===== src/rtl/conv2d_unroll3.sv =====
// conv2d_unroll3: 3x3 convolution (9 unsigned 8-bit pixels times 9 unsigned
// 8-bit coefficients). Three parallel MAC lanes process one kernel row per
// cycle, so a result is ready three cycles after the operands are captured.
// Optional build macro CONV2D_UNROLL3_SAT_EN: when defined, a sum above 65535
// saturates to 16'hFFFF. When undefined, the result wraps modulo 2^16.
module conv2d_unroll3 (
    input  logic        clk,
    input  logic        rst,
    input  logic        start,
    input  logic [7:0]  in0,
    input  logic [7:0]  in1,
    input  logic [7:0]  in2,
    input  logic [7:0]  in3,
    input  logic [7:0]  in4,
    input  logic [7:0]  in5,
    input  logic [7:0]  in6,
    input  logic [7:0]  in7,
    input  logic [7:0]  in8,
    input  logic [7:0]  k0,
    input  logic [7:0]  k1,
    input  logic [7:0]  k2,
    input  logic [7:0]  k3,
    input  logic [7:0]  k4,
    input  logic [7:0]  k5,
    input  logic [7:0]  k6,
    input  logic [7:0]  k7,
    input  logic [7:0]  k8,
    output logic [15:0] out,
    output logic        done
);

    typedef enum logic [2:0] {
        S_IDLE = 3'd0,
        S_ROW0 = 3'd1,
        S_ROW1 = 3'd2,
        S_ROW2 = 3'd3,
        S_DONE = 3'd4
    } state_t;

    state_t      state_q, state_d;
    logic [7:0]  in_q [9];
    logic [7:0]  k_q  [9];
    logic [19:0] acc_q, acc_d;
    logic [15:0] out_q, out_d;
    logic        done_q, done_d;
    logic        capture;

    // Lane operands for the row selected by the current state
    logic [7:0]  a0, a1, a2;
    logic [7:0]  b0, b1, b2;
    logic [15:0] p0, p1, p2;
    logic [17:0] row_sum;
    logic [19:0] acc_sum;

    // The 20-bit accumulator cannot overflow (9*255*255 < 2^20); only the
    // 16-bit output needs narrowing, either by saturation or by wrapping.
    function automatic logic [15:0] finalize(input logic [19:0] s);
`ifdef CONV2D_UNROLL3_SAT_EN
        return (s[19:16] != 4'd0) ? 16'hFFFF : s[15:0];
`else
        return s[15:0];
`endif
    endfunction

    // State register
    always_ff @(posedge clk or negedge rst) begin
        if (!rst) begin
            state_q <= S_IDLE;
        end else begin
            state_q <= state_d;
        end
    end

    // Operand registers: snapshot of the window and kernel at the start edge
    always_ff @(posedge clk or negedge rst) begin
        if (!rst) begin
            for (int i = 0; i < 9; i++) begin
                in_q[i] <= 8'd0;
                k_q[i]  <= 8'd0;
            end
        end else if (capture) begin
            in_q[0] <= in0;
            in_q[1] <= in1;
            in_q[2] <= in2;
            in_q[3] <= in3;
            in_q[4] <= in4;
            in_q[5] <= in5;
            in_q[6] <= in6;
            in_q[7] <= in7;
            in_q[8] <= in8;
            k_q[0]  <= k0;
            k_q[1]  <= k1;
            k_q[2]  <= k2;
            k_q[3]  <= k3;
            k_q[4]  <= k4;
            k_q[5]  <= k5;
            k_q[6]  <= k6;
            k_q[7]  <= k7;
            k_q[8]  <= k8;
        end
    end

    // Row select and three parallel multiplies feeding one adder tree
    always_comb begin
        a0 = 8'd0;
        a1 = 8'd0;
        a2 = 8'd0;
        b0 = 8'd0;
        b1 = 8'd0;
        b2 = 8'd0;
        case (state_q)
            S_ROW0: begin
                a0 = in_q[0]; a1 = in_q[1]; a2 = in_q[2];
                b0 = k_q[0];  b1 = k_q[1];  b2 = k_q[2];
            end
            S_ROW1: begin
                a0 = in_q[3]; a1 = in_q[4]; a2 = in_q[5];
                b0 = k_q[3];  b1 = k_q[4];  b2 = k_q[5];
            end
            S_ROW2: begin
                a0 = in_q[6]; a1 = in_q[7]; a2 = in_q[8];
                b0 = k_q[6];  b1 = k_q[7];  b2 = k_q[8];
            end
            default: ;
        endcase
        p0      = a0 * b0;
        p1      = a1 * b1;
        p2      = a2 * b2;
        row_sum = 18'(p0) + 18'(p1) + 18'(p2);
        acc_sum = acc_q + 20'(row_sum);
    end

    // Next-state and datapath control; start is only honoured in IDLE/DONE
    always_comb begin
        state_d = state_q;
        acc_d   = acc_q;
        out_d   = out_q;
        done_d  = done_q;
        capture = 1'b0;
        case (state_q)
            S_IDLE, S_DONE: begin
                if (start) begin
                    capture = 1'b1;
                    acc_d   = 20'd0;
                    done_d  = 1'b0;
                    state_d = S_ROW0;
                end
            end
            S_ROW0: begin
                acc_d   = acc_sum;
                state_d = S_ROW1;
            end
            S_ROW1: begin
                acc_d   = acc_sum;
                state_d = S_ROW2;
            end
            S_ROW2: begin
                acc_d   = acc_sum;
                out_d   = finalize(acc_sum);
                done_d  = 1'b1;
                state_d = S_DONE;
            end
            default: begin
                state_d = S_IDLE;
            end
        endcase
    end

    // Accumulator, result and completion flag
    always_ff @(posedge clk or negedge rst) begin
        if (!rst) begin
            acc_q  <= 20'd0;
            out_q  <= 16'd0;
            done_q <= 1'b0;
        end else begin
            acc_q  <= acc_d;
            out_q  <= out_d;
            done_q <= done_d;
        end
    end

    assign out  = out_q;
    assign done = done_q;

endmodule


===== config.mk =====
export PLATFORM = sky130hd
export DESIGN_NAME = conv2d_unroll3
export DESIGN_NICKNAME = d
export VERILOG_FILES = /design/src/rtl/conv2d_unroll3.sv
export SDC_FILE = /design/constraint.sdc
export NUM_CORES = 1
export LEC_CHECK = 0
export ABC_AREA = 1
export CAP_MARGIN = 0
export CELL_PAD_IN_SITES_DETAIL_PLACEMENT = 2
export CELL_PAD_IN_SITES_GLOBAL_PLACEMENT = 2
export CORE_AREA = 4 4 257 184
export CTS_CLUSTER_DIAMETER = 30
export DETAILED_ROUTE_END_ITERATION = 8
export DIE_AREA = 0 0 261 188
export HOLD_SLACK_MARGIN = 0.15
export PLACE_DENSITY_LB_ADDON = 0.1
export SYNTH_ARGS = -nofsm -noshare
export SYNTH_HDL_FRONTEND = slang
export SYNTH_SLANG_ARGS = --single-unit

===== constraint.sdc =====
create_clock -name clk -period 8.4 [get_ports clk]
set_input_delay 0.84 -clock clk [delete_from_list [all_inputs] [get_ports clk]]
set_output_delay 0.84 -clock clk [all_outputs]
set_load 0.005 [all_outputs]

==> results.txt, run 1 <==
Synth Cell Area: 15100 um2
Setup crit start kind: register
CTS tree: yes
RePlAce Congestion: 0.850
final worst-path cycle share: 90.1%
Slew Viols, Final: 0
synthesis warning total: 0
Worst setup EP type: register
IO buf count: 163
post-DP HPWL: 42400 um
number of synthesized flops with an enable pin: 0
GRT overflow: 0
largest net degree at the start of global routing: 146
Seq cells post-synth: 180
fill count: 5134
library cells used by synthesis: 26
IO Pins: 164
# resized after CTS: 0
critical path required time: 8790 ps
clock insertion delay at the later pin of the skew report: 490 ps
CTS Buffer Depth: 2
post-synthesis adder-cell area fraction: 30.4%
die width: 261 um
# nets final: 2491
ys flop type: dfrtp_1
Layout area overhead: 19.3%
Total GRT Usage: 22.9%
Synth Area per Inst: 7.81 um2
# DRC: 0
XOR/XNOR share of the synthesized area: 0.348%
fmax: 0.132 GHz
share of the synthesized area in the top cell type: 29.8%
Initial Utilization: 33.8%
Via Count: 12600
Simple-Gate Fraction of Synth Area: 26.0%
Slew HR: 18.0%
post-synthesis compound-gate area fraction: 1.33%
DR iter-0 viols: 692
vias in the first global route: 14600
Routed WL per cell: 19.9 um
worst-path fanout max: 29
# rows: 65
Post-Route Skew: 22.3 ps
Min Hold Slack: 408 ps
ANT cells: 0
core box area: 44600 um2
critical path type: register to register
CTS buffer count: 17
CP top delay family: adder cells
htree depth: 4
via/cell ratio: 4.67
Syn Inst Count: 1935
Die Ht: 188 um
most frequent cell after synthesis: nand2_1
largest family of logic cells by synthesized area: adder cells
DRT Wirelength: 53700 um
Hold Fails Final Rpt: 0
post-synthesis mux area share: 0%
total negative slack: 0 ps
min Tclk post-route: 7570 ps
top cells by area, synth: dfrtp_1 30%, fa_1 23%, nand2_1 22%
antenna violations before repair: 1
final antenna-violating net count: 0
first-pass GRT wire length: 85900 um
worst slew pin tran: 1230 ps
run status: complete, no violations
clk slew on worst S/H paths: 80 ps
Post-CTS Setup Bufs: 0
DP Area: 17400 um2
share of layout cells above drive strength 1: 3.68%
CP arrival: 7960 ps
Post-synth ARST share: 100%
Util after Layout: 40.4%
die area: 49100 um2
CP dominant cell by count: fa_1
Worst Hold Class: primary input to async pin
maximum capacitance violations: 0
CTS Sinks: 180
top cells by count, synth: 872 x nand2_1, 409 x inv_1, 180 x dfrtp_1, 171 x fa_1, 94 x ha_1
RSZ-0062 raised after global routing: false
Synth area leader: dfrtp_1
Final Setup Violations: 0
Final Cell Area: 18000 um2
post-synthesis sequential area ratio: 29.8%
DR pass1 iterations: 5
CP max stage delay: 550 ps
Root Driver: clkbuf_16
cts hold-fix bufs: 0
CP bufs+invs: 8
slowest stage cell, crit path: fa_1
Syn Nets: 2347
[metrics by stage]
step | instances | worst slack, ps
2_1_floorplan | 1935 | 2210
6_report | 2695 | 829
3_5_place_dp | 2663 | 876
5_1_grt | 2695 | 405
3_3_place_gp | 2663 | 1080
4_1_cts | 2695 | 818
[area by class of cell]
type	count	area, um2	area share (%)
Tap cell	603	754	4.18
Clock inverter	13	210	1.17
Timing Repair Buffer	176	1770	9.81
Sequential cell	180	4500	25.0
Clock buffer	19	443	2.46
Inverter	412	1550	8.59
Multi-Input combinational cell	1292	8800	48.8
[worst register-to-register path, delay by kind of cell, from the launching register on]
kind                       cells  cell delay [ps]
AOI/OAI and AO/OA              1              250
adders and majority gates      8             3640
buffers and inverters          8             1060
DFF                            1              430
and+or+nand+nor               12             2120
[placed cells by master (no fill, tap or decap), types with 9 or more instances in the layout]
cell and n:
clkdlybuf4s50_1 162, nand3_1 60, ha_1 94, fa_1 171
nand3_2 20, buf_4 10, inv_1 409, nand2_1 872
nor2_1 20, a21oi_1 9, o21ai_0 17, clkbuf_16 17
dfrtp_1 180
[flip-flops by register name (all words and copies together) (netlist names)]
signal   cells
out         16
done         1
in_q        72
state_q      3
k_q         72
acc_q       16
[routing by layer]
metal / up-vias / routed length (um) / track usage (%)
met5: - / 0 / 0
met4: 0 / 749 / 4.27
met3: 34 / 1800 / 3.21
met2: 181 / 26500 / 39.2
met1: 6491 / 24700 / 31.4
li1: 5883 / - / -
[kinds of logic (layout without fill, tap and decap cells)]
| group | Yosys count | after routing |
|---|---|---|
| XOR/XNOR | 6 | 6 |
| adder cells (fa/ha/maj) | 265 | 265 |
| AO/OA/AOI/OAI | 37 | 37 |
| buffers and inverters | 463 | 620 |
| flip-flops | 180 | 180 |
| AND/OR/NAND/NOR | 984 | 984 |
[worst paths after layout]
path                            startpoint        end  slack [ps]  cells after the start
worst min register to register    in_q[53]   in_q[53]         480                      2
min in group clk                  in_q[53]   in_q[53]         480                      2
worst min-delay path                   rst    in_q[7]         410                      1
worst max-delay path            state_q[2]  acc_q[15]         830                     29
max in group asynchronous              rst    k_q[37]        5980                      3
worst max register to register  state_q[2]  acc_q[15]         830                     29
Power of run 1 is not shown: default switching activity piles up to over one toggle a cycle in this logic, so the estimate is an artifact.
==> run 2, diff against run 1 <==
- PLACE_DENSITY: unset -> 0.83
- PLACE_DENSITY_LB_ADDON: 0.1 -> unset
- SKIP_LAST_GASP: unset -> 1
==> results.txt, run 2 (synthesis results as in run 1) <==
run status: complete, no violations (unchanged)
final antenna-violating net count: 0 (unchanged)
die width: 261 um (unchanged)
reg2reg setup slack: 920 ps (was 830 ps)
CTS Sinks: 180 (unchanged)
antenna violations before repair: 0 (was 1)
RePlAce Congestion: 0.875 (was 0.850)
Final Setup Violations: 0 (unchanged)
final worst-path cycle share: 89.0% (was 90.1%)
critical path type: register to register (unchanged)
IO Pins: 164 (unchanged)
CP top delay family: adder cells (unchanged)
Slew Viols, Final: 0 (unchanged)
Place WS: 918 ps (was 876 ps)
most frequent cells in the layout: 872 x nand2_1, 409 x inv_1, 180 x dfrtp_1 (unchanged)
# resized after CTS: 0 (unchanged)
min Tclk post-route: 7480 ps (was 7570 ps)
fill count: 5111 (was 5134)
worst slew pin tran: 1190 ps (was 1230 ps)
ANT cells: 0 (unchanged)
r2r startpoint: state_q[2] (unchanged)
final worst slack: 925 ps (was 829 ps)
Setup crit start kind: register (unchanged)
first-pass GRT wire length: 87400 um (was 85900 um)
Initial Utilization: 33.8% (unchanged)
CP dominant cell by count: fa_1 (unchanged)
Placed Cells: 2668 (was 2663)
DR iter-0 viols: 617 (was 692)
FF-to-FF path depth: 25 (was 29)
CP max stage delay: 590 ps (was 550 ps)
Worst Hold Class: primary input to async pin (unchanged)
Via Count: 12800 (was 12600)
CTS Buffer Depth: 2 (unchanged)
Worst setup EP type: register (unchanged)
Reg-to-Reg End: acc_q[14] (was acc_q[15])
Post-CTS Setup Bufs: 0 (unchanged)
total negative slack: 0 ps (unchanged)
critical path required time: 8760 ps (was 8790 ps)
final non-filler cell total: 2700 (was 2695)
# DRC: 0 (unchanged)
CTS tree: yes (unchanged)
IO buf count: 163 (unchanged)
largest net degree at the start of global routing: 91 (was 146)
clk slew on worst S/H paths: 80 ps (about the same)
Layout area overhead: 19.1% (was 19.3%)
CTS buffer count: 17 (unchanged)
cts hold-fix bufs: 0 (unchanged)
CP bufs+invs: 5 (was 8)
DRT Wirelength: 54800 um (was 53700 um)
CP arrival: 7830 ps (was 7960 ps)
# nets final: 2496 (was 2491)
worst-path fanout max: 17 (was 29)
Hold Fails Final Rpt: 0 (unchanged)
Routed WL per cell: 20.3 um (was 19.9 um)
maximum capacitance violations: 0 (unchanged)
Root Driver: clkbuf_16 (unchanged)
crit path launch: state_q[2] (unchanged)
Slew HR: 20.6% (was 18.0%)
RSZ-0062 raised after global routing: false (unchanged)
vias in the first global route: 15200 (was 14600)
GRT overflow: 0 (unchanged)
Total GRT Usage: 23.3% (was 22.9%)
Post-Route Skew: 12.3 ps (was 22.3 ps)
via/cell ratio: 4.72 (was 4.67)
clock insertion delay at the later pin of the skew report: 480 ps (was 490 ps)
Die Ht: 188 um (unchanged)
fmax: 0.134 GHz (was 0.132 GHz)
commonest non-fill, non-tap cell in the layout: nand2_1 (unchanged)
share of layout cells above drive strength 1: 3.96% (was 3.68%)
die area: 49100 um2 (unchanged)
leading registers by flop count: in_q x72, k_q x72 (unchanged)
post-DP HPWL: 44000 um (was 42400 um)
htree depth: 4 (unchanged)
DR pass1 iterations: 4 (was 5)
# rows: 65 (unchanged)
slowest stage cell, crit path: fa_1 (unchanged)
core box area: 44600 um2 (unchanged)
run 2: through the flow:
stage | instance area (um2) | hold WS [ps] | utilization [%]
finish | 18000 | 371 | 40.3
global route | 18000 | 392 | 40.3
CTS | 18000 | 371 | 40.3
detailed placement | 17400 | 461 | 39.0
global placement | 17400 | 455 | 39.0
floorplan | 15100 | 442 | -
run 2: how the worst max path moves through the flow:
stage / slack, ps / cells past startpoint / to
2_1_floorplan: 2210 / 27 / acc_q[8]
3_3_place_gp: 1270 / 25 / acc_q[14]
3_5_place_dp: 920 / 25 / acc_q[14]
4_1_cts: 880 / 25 / acc_q[14]
5_1_grt: 390 / 25 / acc_q[14]
6_report: 920 / 25 / acc_q[14]
run 2: area by class of cell:
type	count	area, um2	area share [%]
flip-flops and latches	180	4500	25.0
well taps	603	754	4.19
clock buffers	17	425	2.36
clock inverters	15	165	0.918
repair buffers	181	1790	9.97
multi-input cells	1292	8800	48.9
inverters	412	1550	8.61
run 2: routing by layer:
| layer | GRT usage (%) | vias up | share of wire [%] |
|---|---|---|---|
| li1 | - | 5900 | - |
| met1 | 31.4 | 6607 | 46 |
| met2 | 39.6 | 193 | 49 |
| met3 | 3.66 | 56 | 3.2 |
| met4 | 5.40 | 0 | 1.9 |
| met5 | 0 | - | 0 |
Power of run 2 is left out for the same reason.
==> run 3, diff against run 2 <==
- SKIP_CTS_REPAIR_TIMING: unset -> 1
==> results of run 3 <==
Final layout, timing and power as in run 2 (identical DEF).
Power of run 3 is left out for the same reason.
